`config.mk`:
```
export PLATFORM = sky130hd
export DESIGN_NAME = sram_fifo_ctrl
export DESIGN_NICKNAME = d
export VERILOG_FILES = /design/src/rtl/sram_fifo_pkg.sv /design/src/rtl/sram_fifo_arb2.sv /design/src/rtl/sram_fifo_ctrl.sv
export SDC_FILE = /design/constraint.sdc
export NUM_CORES = 1
export LEC_CHECK = 0
export ABC_AREA = 1
export CAP_MARGIN = 15
export CORE_ASPECT_RATIO = 0.6
export CORE_MARGIN = 3
export CORE_UTILIZATION = 43
export DETAILED_ROUTE_END_ITERATION = 10
export GPL_TIMING_DRIVEN = 0
export PLACE_DENSITY_LB_ADDON = 0.15
export SLEW_MARGIN = 20
export SYNTH_ARGS = -nofsm -noshare
export SYNTH_HDL_FRONTEND = slang
export SYNTH_SLANG_ARGS = --single-unit
```
`constraint.sdc`:
```
create_clock -name clk -period 2.9 [get_ports clk]
set_clock_uncertainty 0.2 [all_clocks]
set_input_delay 0.29 -clock clk [delete_from_list [all_inputs] [get_ports clk]]
set_output_delay 0.29 -clock clk [all_outputs]
set_load 0.01 [all_outputs]
```
`src/rtl/sram_fifo_pkg.sv`:
```
// Shared defaults and types for the SRAM-backed FIFO controller.
package sram_fifo_pkg;

    localparam int unsigned ADDR_W_DEF = 4;
    localparam int unsigned DATA_W_DEF = 8;

    typedef enum logic {
        GNT_PUSH = 1'b0,
        GNT_POP  = 1'b1
    } grant_e;

endpackage

```
`src/rtl/sram_fifo_arb2.sv`:
```
// Two-requester round-robin arbiter for the single SRAM port (push vs pop).
module sram_fifo_arb2
    import sram_fifo_pkg::*;
(
    input  logic clk,
    input  logic reset,
    input  logic req_push,
    input  logic req_pop,
    output logic grant_push,
    output logic grant_pop
);

    grant_e last_grant_q, last_grant_d;

    always_comb begin
        grant_push   = 1'b0;
        grant_pop    = 1'b0;
        last_grant_d = last_grant_q;
        if (req_push && req_pop) begin
            // Contention: hand the port to whoever did not win last time.
            if (last_grant_q == GNT_POP) begin
                grant_push = 1'b1;
            end else begin
                grant_pop = 1'b1;
            end
        end else begin
            grant_push = req_push;
            grant_pop  = req_pop;
        end
        if (grant_push) begin
            last_grant_d = GNT_PUSH;
        end else if (grant_pop) begin
            last_grant_d = GNT_POP;
        end
    end

    always_ff @(posedge clk or posedge reset) begin
        if (reset) begin
            last_grant_q <= GNT_POP;
        end else begin
            last_grant_q <= last_grant_d;
        end
    end

endmodule

```
`src/rtl/sram_fifo_ctrl.sv`:
```
// FIFO controller driving a single-port SRAM (combinational read, registered write).
// Optional sticky overflow/underflow flags enabled by defining SRAM_FIFO_CTRL_ERR_EN.
module sram_fifo_ctrl
    import sram_fifo_pkg::*;
#(
    parameter int unsigned ADDR_W = ADDR_W_DEF,
    parameter int unsigned DATA_W = DATA_W_DEF
) (
    input  logic              clk,
    input  logic              reset,
    input  logic              push_req,
    input  logic [DATA_W-1:0] push_data,
    output logic              push_ack,
    input  logic              pop_req,
    output logic              pop_ack,
    output logic [DATA_W-1:0] pop_data,
    output logic              pop_dvalid,
    output logic              full,
    output logic              empty,
    output logic [ADDR_W:0]   count,
    output logic [ADDR_W-1:0] sram_addr,
    output logic [DATA_W-1:0] sram_wdata,
    output logic              sram_we,
    input  logic [DATA_W-1:0] sram_rdata,
    output logic              err_ovf,
    output logic              err_udf
);

    localparam logic [ADDR_W:0]   DEPTH   = {1'b1, {ADDR_W{1'b0}}};
    localparam logic [ADDR_W:0]   CNT_ONE = {{ADDR_W{1'b0}}, 1'b1};
    localparam logic [ADDR_W-1:0] PTR_ONE = {{(ADDR_W-1){1'b0}}, 1'b1};

    logic [ADDR_W-1:0] wptr_q, wptr_d;
    logic [ADDR_W-1:0] rptr_q, rptr_d;
    logic [ADDR_W:0]   count_q, count_d;
    logic [DATA_W-1:0] pop_data_q, pop_data_d;
    logic              pop_dvalid_q, pop_dvalid_d;

    logic push_elig, pop_elig;
    logic grant_push, grant_pop;

    // Flags come from occupancy, so a full and an empty FIFO never alias.
    assign full      = (count_q == DEPTH);
    assign empty     = (count_q == '0);
    assign push_elig = push_req & ~full;
    assign pop_elig  = pop_req & ~empty;

    sram_fifo_arb2 u_arb (
        .clk        (clk),
        .reset      (reset),
        .req_push   (push_elig),
        .req_pop    (pop_elig),
        .grant_push (grant_push),
        .grant_pop  (grant_pop)
    );

    assign push_ack   = grant_push;
    assign pop_ack    = grant_pop;
    assign count      = count_q;
    assign pop_data   = pop_data_q;
    assign pop_dvalid = pop_dvalid_q;

    always_comb begin
        sram_wdata = push_data;
        sram_we    = grant_push;
        sram_addr  = grant_push ? wptr_q : rptr_q;
    end

    always_comb begin
        wptr_d       = wptr_q;
        rptr_d       = rptr_q;
        count_d      = count_q;
        pop_data_d   = pop_data_q;
        pop_dvalid_d = 1'b0;
        if (grant_push) begin
            wptr_d  = wptr_q + PTR_ONE;
            count_d = count_q + CNT_ONE;
        end else if (grant_pop) begin
            rptr_d       = rptr_q + PTR_ONE;
            count_d      = count_q - CNT_ONE;
            pop_data_d   = sram_rdata;
            pop_dvalid_d = 1'b1;
        end
    end

    always_ff @(posedge clk or posedge reset) begin
        if (reset) begin
            wptr_q       <= '0;
            rptr_q       <= '0;
            count_q      <= '0;
            pop_data_q   <= '0;
            pop_dvalid_q <= 1'b0;
        end else begin
            wptr_q       <= wptr_d;
            rptr_q       <= rptr_d;
            count_q      <= count_d;
            pop_data_q   <= pop_data_d;
            pop_dvalid_q <= pop_dvalid_d;
        end
    end

`ifdef SRAM_FIFO_CTRL_ERR_EN
    logic err_ovf_q, err_ovf_d;
    logic err_udf_q, err_udf_d;

    always_comb begin
        err_ovf_d = err_ovf_q | (push_req & full);
        err_udf_d = err_udf_q | (pop_req & empty);
    end

    always_ff @(posedge clk or posedge reset) begin
        if (reset) begin
            err_ovf_q <= 1'b0;
            err_udf_q <= 1'b0;
        end else begin
            err_ovf_q <= err_ovf_d;
            err_udf_q <= err_udf_d;
        end
    end

    assign err_ovf = err_ovf_q;
    assign err_udf = err_udf_q;
`else
    assign err_ovf = 1'b0;
    assign err_udf = 1'b0;
`endif

endmodule

```
==> reports/summary.txt <==
RD Place Congestion: 0.7999
Final Hold Fails: 0
Ys Warns: 0
Worst Tran Pin Value: 0.8781 ns
IO Pins: 53
Layout Nets: 223
Vias: 1065
# rows: 14
CTS tree: done
WL/cell: 11.87 um
Crit end category: output port
Top-count cell post-synth: nand2_1
Top Usage Layer GRT: met2
CP max FO: 12
Sequential cell area fraction in the yosys report: 44.20%
Arr. time, crit path: 2.14 ns
Skew-Pair Late Insertion Delay: 0.26 ns
Met3 Resource Use GR: 5.556%
Average size of a mapped cell: 8.758 um2
Number of flops mapped to enable cells by yosys: 0
Fin crit period: 2.634 ns
Initial antenna violation count: 0
Clk pwr share: 11.1%
First-pass GRT wire length: 4802 um
Share of layout cells above drive strength 1: 17.35%
Sw power: 702.0 uW
Post-CTS Setup Inserts: 0
Post-synth top area share: 42.19%
Vias in the first global route: 1019
Largest area contributor in the netlist: dfrtp_1
Antenna cell count: 0
Met1 usage: 21.84%
Status: finished clean
Core Region: 2698 um2
Initial Util: 48.38%
MaxCap Viol Count: 0
Area Growth Syn to Fin: 39.79%
Total routed wirelength: 2802 um
Clock-pin slew on the worst setup and hold paths: 0.08 ns
Sequential share of power: 33.8%
Synth cell types: 26
Synthesized instance count: 149
Synth top area cells: dfrtp_1, nand2_1, buf_4
Die area: 3753 um2
Power Total: 1770 uW
Vias per Instance: 4.513
Post-CTS sizing: 0
Num CTS Buffers: 3
Final period util: 90.82%
DRC: 0
Max VDD drop: 0.5637 mV
Overflow after GRT: 0
GRT Util Overall: 16.15%
Buffers on Ports: 42
Largest net degree at the start of global routing: 24
Clock Path Buffers: 2
Sink Count: 23
Placed cell areas: 1779 um2
Met2 Use GR: 25.50%
Remaining antenna violation count: 0
Leak: 0.0008974 uW
Top FF cell, synth: dfrtp_1
Slowest cell on the critical path: clkdlybuf4s50_1
Min-delay worst type: flop to flop
H-tree levels: 1
# hold bufs at CTS: 0
Die X: 77.12 um
Fin. max-slew vios: 0
Unrepaired setup endpoints after global routing: false
Post-DP HPWL: 2189 um
WP data required: 2.41 ns
Startpoint Class: flop
Setup TNS: 0 ns
Internal: 1068 uW
Worst rel slew slack: 41.40%
Synthesized area: 1305 um2
DR pass1 iterations: 5
Worst path buffer plus inverter count: 3
Crit-path max cell delay: 0.55 ns
Synth cell count leaders: nand2_1, dfrtp_1, inv_1
Comb pwr share: 55.1%
Root Buffer: clkbuf_8
Ys async rst share: 100.0%
Die height: 48.67 um
Flip-flop and latch count after synthesis: 23
Worst path top cell family by delay: buffers and inverters
Pwr/cell area: 970.0 nW/um2
Final setup fails: 0
DRT iter0 DRCs: 43
Critical path cell sequence: nor2_2, nand3_2, nand2_2, inv_2, nand2_4, inv_4, o21ai_1, clkdlybuf4s50_1
Fmax: 379.7 MHz
Net Sw Frac: 39.67%
Post-route cell area: 1824 um2
Critical path class: flop to output port
-- cell type report --
type,count,area (um2)
inverter,17,68.82
clock buffer,4,45.04
timing repair buffer,42,420.4
sequential,23,576.8
buffer,13,108.9
fill,232,873.3
multi-input combinational,97,554.3
tap,40,50.05
-- cells by family after synthesis --
| group | count (synthesis) | synth area share (%) |
|---|---|---|
| adders and majority gates | 6 | 6.328 |
| DFF | 23 | 44.20 |
| AOI/OAI and AO/OA | 11 | 4.218 |
| xor gates and xnor gates | 7 | 5.274 |
| and+or+nand+nor | 71 | 26.08 |
| other | 1 | 0.2874 |
| buffers and inverters | 30 | 13.61 |
-- registers in the layout (all words and copies together) (netlist names) --
name and count:
count 5, wptr_q 4, rptr_q 4, pop_data 8, u_arb.last_grant_q 1, pop_dvalid 1
-- power groups by stage --
stage	Combinational (uW)	Sequential, uW	Clock, uW
after floorplan	553	623	0
after global placement	944	595	0
after detailed placement	976	604	0
after CTS	985	597	205
after global routing	1090	621	221
final	975	598	196
-- path summary, 6_finish.rpt --
path                                    startpoint                      end  slack [ns]  depth (start not counted)
max in group asynchronous                    reset     count[0]$_DFFE_PP0P_        1.65                          2
min                        pop_data[2]$_DFFE_PP0P_  pop_data[2]$_DFFE_PP0P_        0.29                          2
max reg2reg                   count[0]$_DFFE_PP0P_     count[4]$_DFFE_PP0P_        0.54                         13
min in group asynchronous                    reset  pop_data[6]$_DFFE_PP0P_        0.31                          2
min reg2reg                pop_data[2]$_DFFE_PP0P_  pop_data[2]$_DFFE_PP0P_        0.29                          2
max                           count[0]$_DFFE_PP0P_             sram_addr[0]        0.27                          8
-- per-layer routing --
layer | share of wire, % | up-vias
met5 | 0 | -
met3 | 8.6 | 0
li1 | - | 538
met2 | 45 | 42
met1 | 46 | 485
met4 | 0 | 0
-- stage by stage --
step                      instances  setup WS, ns  util (%)  hold slack (ns)
after detailed placement        232        0.4589     65.96           0.2627
after floorplan                 150        0.7036         -          0.09118
final                           236        0.2662     67.63           0.2860
after CTS                       236        0.2614     67.63           0.2878
after global placement          232        0.4633     65.96           0.2538
after global routing            236       0.09709     67.63           0.3137
-- worst min-delay path: cells and delay by family, from the launching register on --
family / cells / cell delay (ns)
simple gates: 2 / 0.10
flops: 1 / 0.35
-- layout by cell type, fill, tap and decap left out --
master,count
inv_4,2
dfrtp_1,22
clkdlybuf4s50_1,42
o21ai_0,6
dfstp_2,1
clkbuf_1,1
nand2_1,53
inv_2,2
fa_1,1
nand3_2,5
clkbuf_8,3
conb_1,2
xnor2_1,4
xor2_1,2
nand2_2,3
nand3b_1,1
nor2_2,1
ha_1,5
xor2_2,1
nand2_4,2
buf_8,1
a21oi_1,1
nor2_4,1
buf_6,1
nor3_1,1
buf_4,11
nand3_1,4
o21ai_1,4
inv_1,13
Power figures use the tool's default switching activity.
